`src/rtl/solver_sequencer.sv`:
```
// Phase sequencer for one ODE solve run: alternates Euler and Step phases,
// hands over to the interpolator, and aborts on INT, watchdog or iteration overflow.
module solver_sequencer #(
  parameter int ITER_WIDTH     = 16,
  parameter int MAX_ITER       = 1000,
  parameter int TIMEOUT_WIDTH  = 13,
  parameter int TIMEOUT_CYCLES = 4096
) (
  input  logic                  CLK,
  input  logic                  RST,
  input  logic                  Process,
  input  logic                  INT,
  input  logic                  Euler_End,
  input  logic                  Step_End,
  input  logic                  Step_Last,
  input  logic                  Change_State_End,
  output logic                  Euler_Enable,
  output logic                  Step_Enable,
  output logic                  Change_State,
  output logic                  Done_Processing,
  output logic                  Busy,
  output logic                  Abort_Flag,
  output logic                  Timeout_Flag,
  output logic                  Overflow_Flag,
  output logic [ITER_WIDTH-1:0] Iter_Count,
  output logic [2:0]            Dbg_State
);

  // Handshake: each *_Enable is a level "run" request; the matching *_End is
  // sampled on the clock edge while the phase is active and is ignored otherwise.
  typedef enum logic [2:0] {
    S_IDLE   = 3'd0,
    S_EULER  = 3'd1,
    S_STEP   = 3'd2,
    S_INTERP = 3'd3,
    S_DONE   = 3'd4,
    S_ABORT  = 3'd5
  } state_t;

  localparam logic [ITER_WIDTH-1:0]    LP_MAX_ITER = ITER_WIDTH'(MAX_ITER);
  localparam logic [TIMEOUT_WIDTH-1:0] LP_WD_LAST  = TIMEOUT_WIDTH'(TIMEOUT_CYCLES - 1);

  state_t                  r_state;
  logic [TIMEOUT_WIDTH-1:0] r_wd;
  logic [ITER_WIDTH-1:0]   r_iter;
  logic                    r_abort;
  logic                    r_timeout;
  logic                    r_overflow;
  logic                    r_euler_en;
  logic                    r_step_en;
  logic                    r_interp_en;
  logic                    r_done;
  logic                    r_busy;

  state_t                  w_next_state;
  logic                    w_start;
  logic                    w_iter_inc;
  logic                    w_set_abort;
  logic                    w_set_timeout;
  logic                    w_set_overflow;
  logic                    w_wd_expired;
  logic                    w_run_state;
  logic [ITER_WIDTH-1:0]   w_iter_plus;

  always_comb begin
    w_next_state   = r_state;
    w_start        = 1'b0;
    w_iter_inc     = 1'b0;
    w_set_abort    = 1'b0;
    w_set_timeout  = 1'b0;
    w_set_overflow = 1'b0;
    w_wd_expired   = (r_wd == LP_WD_LAST);
    w_run_state    = (r_state == S_EULER) || (r_state == S_STEP) || (r_state == S_INTERP);
    w_iter_plus    = (r_iter == {ITER_WIDTH{1'b1}}) ? r_iter : r_iter + 1'b1;

    // Inside the run states the priority is INT, then the phase End, then watchdog.
    case (r_state)
      S_IDLE: begin
        if (Process) begin
          w_next_state = S_EULER;
          w_start      = 1'b1;
        end
      end
      S_EULER: begin
        if (INT) begin
          w_next_state = S_ABORT;
          w_set_abort  = 1'b1;
        end else if (Euler_End) begin
          w_next_state = S_STEP;
        end else if (w_wd_expired) begin
          w_next_state  = S_ABORT;
          w_set_abort   = 1'b1;
          w_set_timeout = 1'b1;
        end
      end
      S_STEP: begin
        if (INT) begin
          w_next_state = S_ABORT;
          w_set_abort  = 1'b1;
        end else if (Step_End) begin
          if (Step_Last) begin
            w_next_state = S_INTERP;
          end else begin
            w_iter_inc = 1'b1;
            if (w_iter_plus == LP_MAX_ITER) begin
              w_next_state   = S_ABORT;
              w_set_abort    = 1'b1;
              w_set_overflow = 1'b1;
            end else begin
              w_next_state = S_EULER;
            end
          end
        end else if (w_wd_expired) begin
          w_next_state  = S_ABORT;
          w_set_abort   = 1'b1;
          w_set_timeout = 1'b1;
        end
      end
      S_INTERP: begin
        if (INT) begin
          w_next_state = S_ABORT;
          w_set_abort  = 1'b1;
        end else if (Change_State_End) begin
          w_next_state = S_DONE;
        end else if (w_wd_expired) begin
          w_next_state  = S_ABORT;
          w_set_abort   = 1'b1;
          w_set_timeout = 1'b1;
        end
      end
      S_DONE:  w_next_state = S_IDLE;
      S_ABORT: w_next_state = S_IDLE;
      default: w_next_state = S_IDLE;
    endcase
  end

  always_ff @(posedge CLK or posedge RST) begin
    if (RST) begin
      r_state <= S_IDLE;
    end else begin
      r_state <= w_next_state;
    end
  end

  // Watchdog restarts on every state change, so each phase gets its own budget.
  always_ff @(posedge CLK or posedge RST) begin
    if (RST) begin
      r_wd <= '0;
    end else if (w_next_state != r_state) begin
      r_wd <= '0;
    end else if (w_run_state && !w_wd_expired) begin
      r_wd <= r_wd + 1'b1;
    end else if (!w_run_state) begin
      r_wd <= '0;
    end
  end

  // Iteration count and flags survive an abort so I/O can read them afterwards.
  always_ff @(posedge CLK or posedge RST) begin
    if (RST) begin
      r_iter     <= '0;
      r_abort    <= 1'b0;
      r_timeout  <= 1'b0;
      r_overflow <= 1'b0;
    end else if (w_start) begin
      r_iter     <= '0;
      r_abort    <= 1'b0;
      r_timeout  <= 1'b0;
      r_overflow <= 1'b0;
    end else begin
      if (w_iter_inc) begin
        r_iter <= w_iter_plus;
      end
      r_abort    <= r_abort    | w_set_abort;
      r_timeout  <= r_timeout  | w_set_timeout;
      r_overflow <= r_overflow | w_set_overflow;
    end
  end

  // Outputs decode the next state so they line up with the state register.
  always_ff @(posedge CLK or posedge RST) begin
    if (RST) begin
      r_euler_en  <= 1'b0;
      r_step_en   <= 1'b0;
      r_interp_en <= 1'b0;
      r_done      <= 1'b0;
      r_busy      <= 1'b0;
    end else begin
      r_euler_en  <= (w_next_state == S_EULER);
      r_step_en   <= (w_next_state == S_STEP);
      r_interp_en <= (w_next_state == S_INTERP);
      r_done      <= (w_next_state == S_DONE);
      r_busy      <= (w_next_state != S_IDLE);
    end
  end

  assign Euler_Enable    = r_euler_en;
  assign Step_Enable     = r_step_en;
  assign Change_State    = r_interp_en;
  assign Done_Processing = r_done;
  assign Busy            = r_busy;
  assign Abort_Flag      = r_abort;
  assign Timeout_Flag    = r_timeout;
  assign Overflow_Flag   = r_overflow;
  assign Iter_Count      = r_iter;
  assign Dbg_State       = r_state;

endmodule

```
`config.mk`:
```
export PLATFORM = sky130hd
export DESIGN_NAME = solver_sequencer
export DESIGN_NICKNAME = d
export VERILOG_FILES = /design/src/rtl/solver_sequencer.sv
export SDC_FILE = /design/constraint.sdc
export NUM_CORES = 1
export LEC_CHECK = 0
export BUFFER_PORTS_ARGS = -buffer_cell sky130_fd_sc_hd__buf_4
export CAP_MARGIN = 30
export CELL_PAD_IN_SITES_DETAIL_PLACEMENT = 1
export CELL_PAD_IN_SITES_GLOBAL_PLACEMENT = 2
export CORE_MARGIN = 2
export CORE_UTILIZATION = 38
export CTS_CLUSTER_DIAMETER = 150
export DETAILED_ROUTE_END_ITERATION = 12
export GPL_ROUTABILITY_DRIVEN = 0
export PLACE_DENSITY_LB_ADDON = 0.1
export SETUP_SLACK_MARGIN = 0.2
export SYNTH_ARGS = -nofsm -noshare
export SYNTH_HDL_FRONTEND = slang
export SYNTH_SLANG_ARGS = --single-unit
```
`constraint.sdc`:
```
create_clock -name CLK -period 3.8 [get_ports CLK]
set_input_delay 0.19 -clock CLK [delete_from_list [all_inputs] [get_ports CLK]]
set_output_delay 0.19 -clock CLK [all_outputs]
set_load 0.005 [all_outputs]
```
Word-level counts from Yosys, hierarchy flattened
Index checks and enable logic that the tools add are counted.
{"block": "word_totals", "reg_bits": 40, "input_bits": 8, "elab_cells": 79}
{"block": "classes", "n_addsub": 2, "eq_ne": 12, "n_mux": 44, "bitwise": 3, "reduce_logical": 7}
{"op": "$mux W16", "count": 3}
{"op": "$mux W13", "count": 3}
{"op": "$mux W3", "count": 10}
{"op": "$mux W1", "count": 25}
{"op": "$add A16 B1 Y16 const B", "count": 1}
{"op": "$eq A16 B10 Y1 const B", "count": 1}
{"op": "$eq A16 B16 Y1 const B", "count": 1}
{"op": "$add A13 B1 Y13 const B", "count": 1}
{"op": "$eq A13 B12 Y1 const B", "count": 1}
{"op": "$eq A3 B2 Y1 const B", "count": 4}
{"op": "$pmux W3 S4", "count": 1}
{"op": "$eq A3 B1 Y1 const B", "count": 2}
{"op": "$pmux W1 S3", "count": 2}
{"op": "$eq A3 B3 Y1 const B", "count": 1}
{"op": "$logic_not A3 Y1", "count": 1}
{"op": "$ne A3 B1 Y1 const B", "count": 1}
{"op": "$ne A3 B3 Y1", "count": 1}
{"op": "$or A1 B1 Y1", "count": 3}
{"op": "$reduce_bool A3 Y1", "count": 1}
{"op": "$logic_or A1 B1 Y1", "count": 2}
{"op": "$reduce_bool A2 Y1", "count": 1}
{"op": "$logic_and A1 B1 Y1", "count": 1}
{"op": "$logic_not A1 Y1", "count": 1}

Depth between registers and ports, before layout
{"block": "logic_depth", "word_depth": 10, "ltp_mapped": 8, "ltp_nobuf": 7}

Least setup slack after synthesis
OpenSTA, ideal clock, no wires.
{"block": "synth_timing", "path_kind": "register to register", "startpoint": "register r_iter[0] (netlist: Iter_Count[0])", "endpoint": "register r_abort (netlist: Abort_Flag)", "setup_time_ns": 0.082, "arrival_ns": 2.216, "t_required_ns": 3.718, "path_slack_ns": 1.502, "stages_incl_launch_ff": 8, "path_buffers": 0, "period_less_slack_ns": 2.298, "path_cell_list": "dfrtp_1 ha_1 nand4_2 nor3_1 mux2i_1 nand4_1 or4_4 a22oi_2"}
{"block": "synth_via", "elab_chain_len": 10, "word_cells_on_any_way": 11, "cone_classes": "add/sub (1); eq/ne (2); mux (7); bitwise (1)"}
{"element": "start, declared", "line": "45", "text": "logic [ITER_WIDTH-1:0] r_iter;"}
{"element": "start signal, assigned", "line": "172", "text": "r_iter <= w_iter_plus;"}
{"element": "$add A16 B1 Y16 / $eq A16 B16 Y1 (equally long branches)", "line": "74", "text": "w_iter_plus = (r_iter == {ITER_WIDTH{1'b1}}) ? r_iter : r_iter + 1'b1;"}
{"element": "$mux W16 *", "line": "74"}
{"element": "$eq A16 B10 Y1 *", "line": "105", "text": "if (w_iter_plus == LP_MAX_ITER) begin"}
{"element": "$mux W1 *", "line": "105"}
{"element": "$mux W1 *", "line": "101", "text": "if (Step_Last) begin"}
{"element": "$mux W1 *", "line": "100", "text": "end else if (Step_End) begin"}
{"element": "$mux W1 *", "line": "97", "text": "if (INT) begin"}
{"element": "$pmux W1 S3 *", "line": "77", "text": "case (r_state)"}
{"element": "$or A1 B1 Y1 *", "line": "174", "text": "r_abort <= r_abort | w_set_abort;"}
{"element": "$mux W1 *", "line": "165", "text": "end else if (w_start) begin"}
{"element": "end signal, assigned", "line": "174"}
{"element": "end, declared", "line": "46", "text": "logic r_abort;"}
Every way passes the cells marked *; elsewhere a longest branch is shown, timed or not.
A chain may end at the register's enable or synchronous reset.

Worst setup path in the final report
{"block": "layout_timing", "startpoint": "register r_iter[0] (netlist: Iter_Count[0])", "endpoint": "register r_euler_en (netlist: Euler_Enable)"}
{"block": "layout_via", "elab_chain_len": 9, "word_cells_on_any_way": 10, "cone_classes": "add/sub (1); eq/ne (3); mux (6)"}
{"element": "$add A16 B1 Y16 / $eq A16 B16 Y1 (equally long branches)", "line": "74"}
{"element": "$mux W16 *", "line": "74"}
{"element": "$eq A16 B10 Y1 *", "line": "105"}
{"element": "$mux W3 *", "line": "105"}
{"element": "$mux W3 *", "line": "101"}
{"element": "$mux W3 *", "line": "100"}
{"element": "$mux W3 *", "line": "97"}
{"element": "$pmux W3 S4 *", "line": "77"}
{"element": "$eq A3 B1 Y1 *", "line": "189", "text": "r_euler_en <= (w_next_state == S_EULER);"}
{"element": "end signal, assigned", "line": "189"}
{"element": "end, declared", "line": "49", "text": "logic r_euler_en;"}
Marks and branches as above.

==> results by group <==
STA
  – RSZ-0062 raised after global routing: false
  – Hold Slack: 0.0142 ns
  – Max Freq: 378 MHz
  – Period Utilization, post-route: 69.6%
  – Worst slew margin: 42.8%
  – Final Setup Violations: 0
  – Worst Max-Slew Pin Slew: 0.858 ns
  – Tmin final: 2.65 ns
  – Final hold vios: 0
  – Final Skew: 0.00693 ns
  – Total negative setup slack: 0 ns
  – Max-slew violations: 0

Finish
  – Ratio of cells with drive above 1 in the final layout: 19.9%
  – Area taken by multi-input logic gates: 1430 sq um
  – Nets@finish: 321
  – Diode count: 0
  – Sequential Area: 1000 sq um
  – Syn-to-layout area delta: 17.5%
  – Final std cells w/o fill: 389
  – Fillers: 756
  – Final design area excluding fillers: 2940 sq um

CTS
  – Clk_lat worst skew: 0.30 ns
  – Root buffer cell: clkbuf_8
  – Num CTS Buffers: 5
  – Number of post-CTS setup repair buffers: 0
  – # clock sinks: 40
  – CTS Hold Bufs: 0
  – Clock transition at path regs: 0.08 ns
  – CTS resizes: 0
  – CTS tree: done
  – H-Tree Depth: 2
  – Clk buf depth: 2

Critical path
  – Crit path kind: reg -> reg
  – R2R Path End: Euler_Enable
  – CP startpoint: Iter_Count[0]
  – WP data required: 3.96 ns
  – Startpoint Class: register
  – CP Buf/Inv Count: 0
  – Crit path cell chain: ha_1 > nand4_2 > nor3_1 > mux2i_1 > nand4_1 > nor4_1 > nor4b_1
  – Worst stage delay on the critical path: 0.58 ns
  – R2R Setup Slk: 1.15 ns
  – Critical path's top delay family: simple AND/OR/NAND/NOR gates
  – Worst setup EP type: register
  – Crit path DAT: 2.80 ns
  – CP max stage cell: nor4_1
  – Reg2Reg Depth: 7
  – Worst r2r src: Iter_Count[0]
  – Max Fanout on Critical Path: 10

Place
  – Placed Area: 2830 sq um
  – Cells after DPL: 381
  – Placed wire-length estimate: 4.96 mm
  – I/O Buffers: 34

Synthesis
  – Seq cells post-synth: 40
  – Syn Inst Count: 279
  – Syn avg cell area: 8.96 sq um
  – Distinct cells, synth: 58
  – Main flop type after synthesis: dfrtp_1
  – Mapped cell area: 2500 sq um
  – Syn Nets: 289
  – Yosys warns: 0
  – Synth area leaders: dfrtp_1, nor2_1, nor4_1, nand2_1, o21ai_0
  – Share of the synthesized area in the top cell type: 40.1%
  – Post-synth top area cell: dfrtp_1
  – Post-synth EDFFs: 0
  – Ys async rst share: 100%
  – Register area share after synthesis: 40.1%

Pwr
  – Post-layout power: 0.00127 W
  – PD cells: 433 nW/um^2
  – Max VDD drop: 0.271 mV
  – Leakage power: 1.25 nW

Floorplanning
  – IO Pins: 35
  – Row count: 29
  – Core footprint: 6350 sq um
  – Die width: 85.1 um
  – Starting Density: 39.3%
  – Die height: 85.1 um
  – Die area: 7240 sq um

Global routing
  – GRT overflow: 0
  – Tot GR Track Use: 20.6%
  – Initial antenna violation count: 0
  – Largest net degree at the start of global routing: 41
  – Vias in the first global route: 2295
  – First-pass GRT wire length: 11.9 mm

Drt
  – Detailed Route Iter0 Violations: 121
  – Post-Route WL: 6.97 mm
  – DRC Markers: 0
  – First-pass DRT Iterations: 4
  – Routed wire per std cell: 17.9 um
  – Vias per cell: 5.97
  – Antenna Violating Nets Remaining: 0
  – Via count: 2322

Outcome
  – Status: complete, no violations

Hold path
  – Hold Path Class: in -> async

Flow run
  – Max Cap Viol: 0
[synthesized netlist by cell type, drive strengths merged, types with 7 or more instances]
library cell  number
xnor2              8
nand2             27
nor3              11
nand3             14
nand4              7
dfrtp             40
a21oi             11
nand2b             8
nor4              21
o21ai             18
nor2              30
clkbuf             8
[registers in the layout (all words and copies together) (netlist names)]
register / count
Abort_Flag: 1
r_wd: 13
Dbg_State: 3
Overflow_Flag: 1
Change_State: 1
Done_Processing: 1
Euler_Enable: 1
Busy: 1
Iter_Count: 16
Step_Enable: 1
Timeout_Flag: 1
[worst reg2reg max path, stage by stage, from the launching register on]
cell and delay, ns:
dfrtp_1 0.50, ha_1 0.33, nand4_2 0.27, nor3_1 0.30, mux2i_1 0.22, nand4_1 0.18
nor4_1 0.58, nor4b_1 0.13
[report_power, final]
part           total, W  switching [W]  internal (W)
Sequential     0.000546      0.0000787      0.000468
Combinational  0.000375       0.000211      0.000164
Clock          0.000350       0.000155      0.000195
Total           0.00127       0.000445      0.000827
[routing by layer]
layer | part of all wire [%] | vias to the layer above | track usage [%]
met3 | 4.2 | 7 | 3.89
met1 | 52 | 1156 | 31.2
met4 | 1.1 | 0 | 5.48
met2 | 43 | 48 | 29.9
li1 | - | 1111 | -
met5 | 0 | - | 0
[worst max-delay path by stage]
stage | depth (start not counted) | slack [ns] | to
6_report | 7 | 1.15 | Euler_Enable
5_1_grt | 7 | 1.00 | Euler_Enable
4_1_cts | 7 | 1.15 | Euler_Enable
3_5_place_dp | 7 | 1.17 | Euler_Enable
3_3_place_gp | 5 | 1.24 | Iter_Count[1]
2_1_floorplan | 7 | 1.50 | Abort_Flag
[cell families (layout without fill, tap and decap cells)]
family	count (synthesis)	after routing	share of synthesized area (%)
and+or+nand+nor	142	142	33.7
AOI/OAI and AO/OA	61	61	16.1
DFF	40	40	40.1
buffers and inverters	17	50	2.95
xor gates and xnor gates	12	12	4.21
muxes	5	5	2.00
adders and majority gates	2	2	1.00
[per-stage QoR]
stage               setup WS [ns]  util [%]
floorplan                    1.50         -
global placement             1.24      44.5
detailed placement           1.17      44.5
CTS                          1.15      46.2
global route                 1.00      46.2
finish                       1.15      46.2
[cell type report]
type	instances	area share (%)
timing repair buffer	38	9.72
multi-input combinational	222	48.7
clock buffer	6	2.47
sequential	40	34.1
clock inverter	2	1.19
tap	77	3.28
inverter	4	0.512
[cells in the final DEF (no fill, tap or decap), drive strengths merged, types with 3 or more instances in the layout]
cell type,Yosys,routed
mux2i,5,5
a21oi,11,11
nand2b,8,8
o21ai,18,18
a31oi,5,5
nand4,7,7
inv,4,4
nor4b,3,3
buf,5,38
and3,3,3
nand2,27,27
nor3,11,11
or3,3,3
nand3,14,14
nor4,21,21
xnor2,8,8
a211oi,3,3
xor2,4,4
clkbuf,8,6
nor2b,5,5
nor2,30,30
dfrtp,40,40
Note: power is estimated with default switching activity, not from simulation.
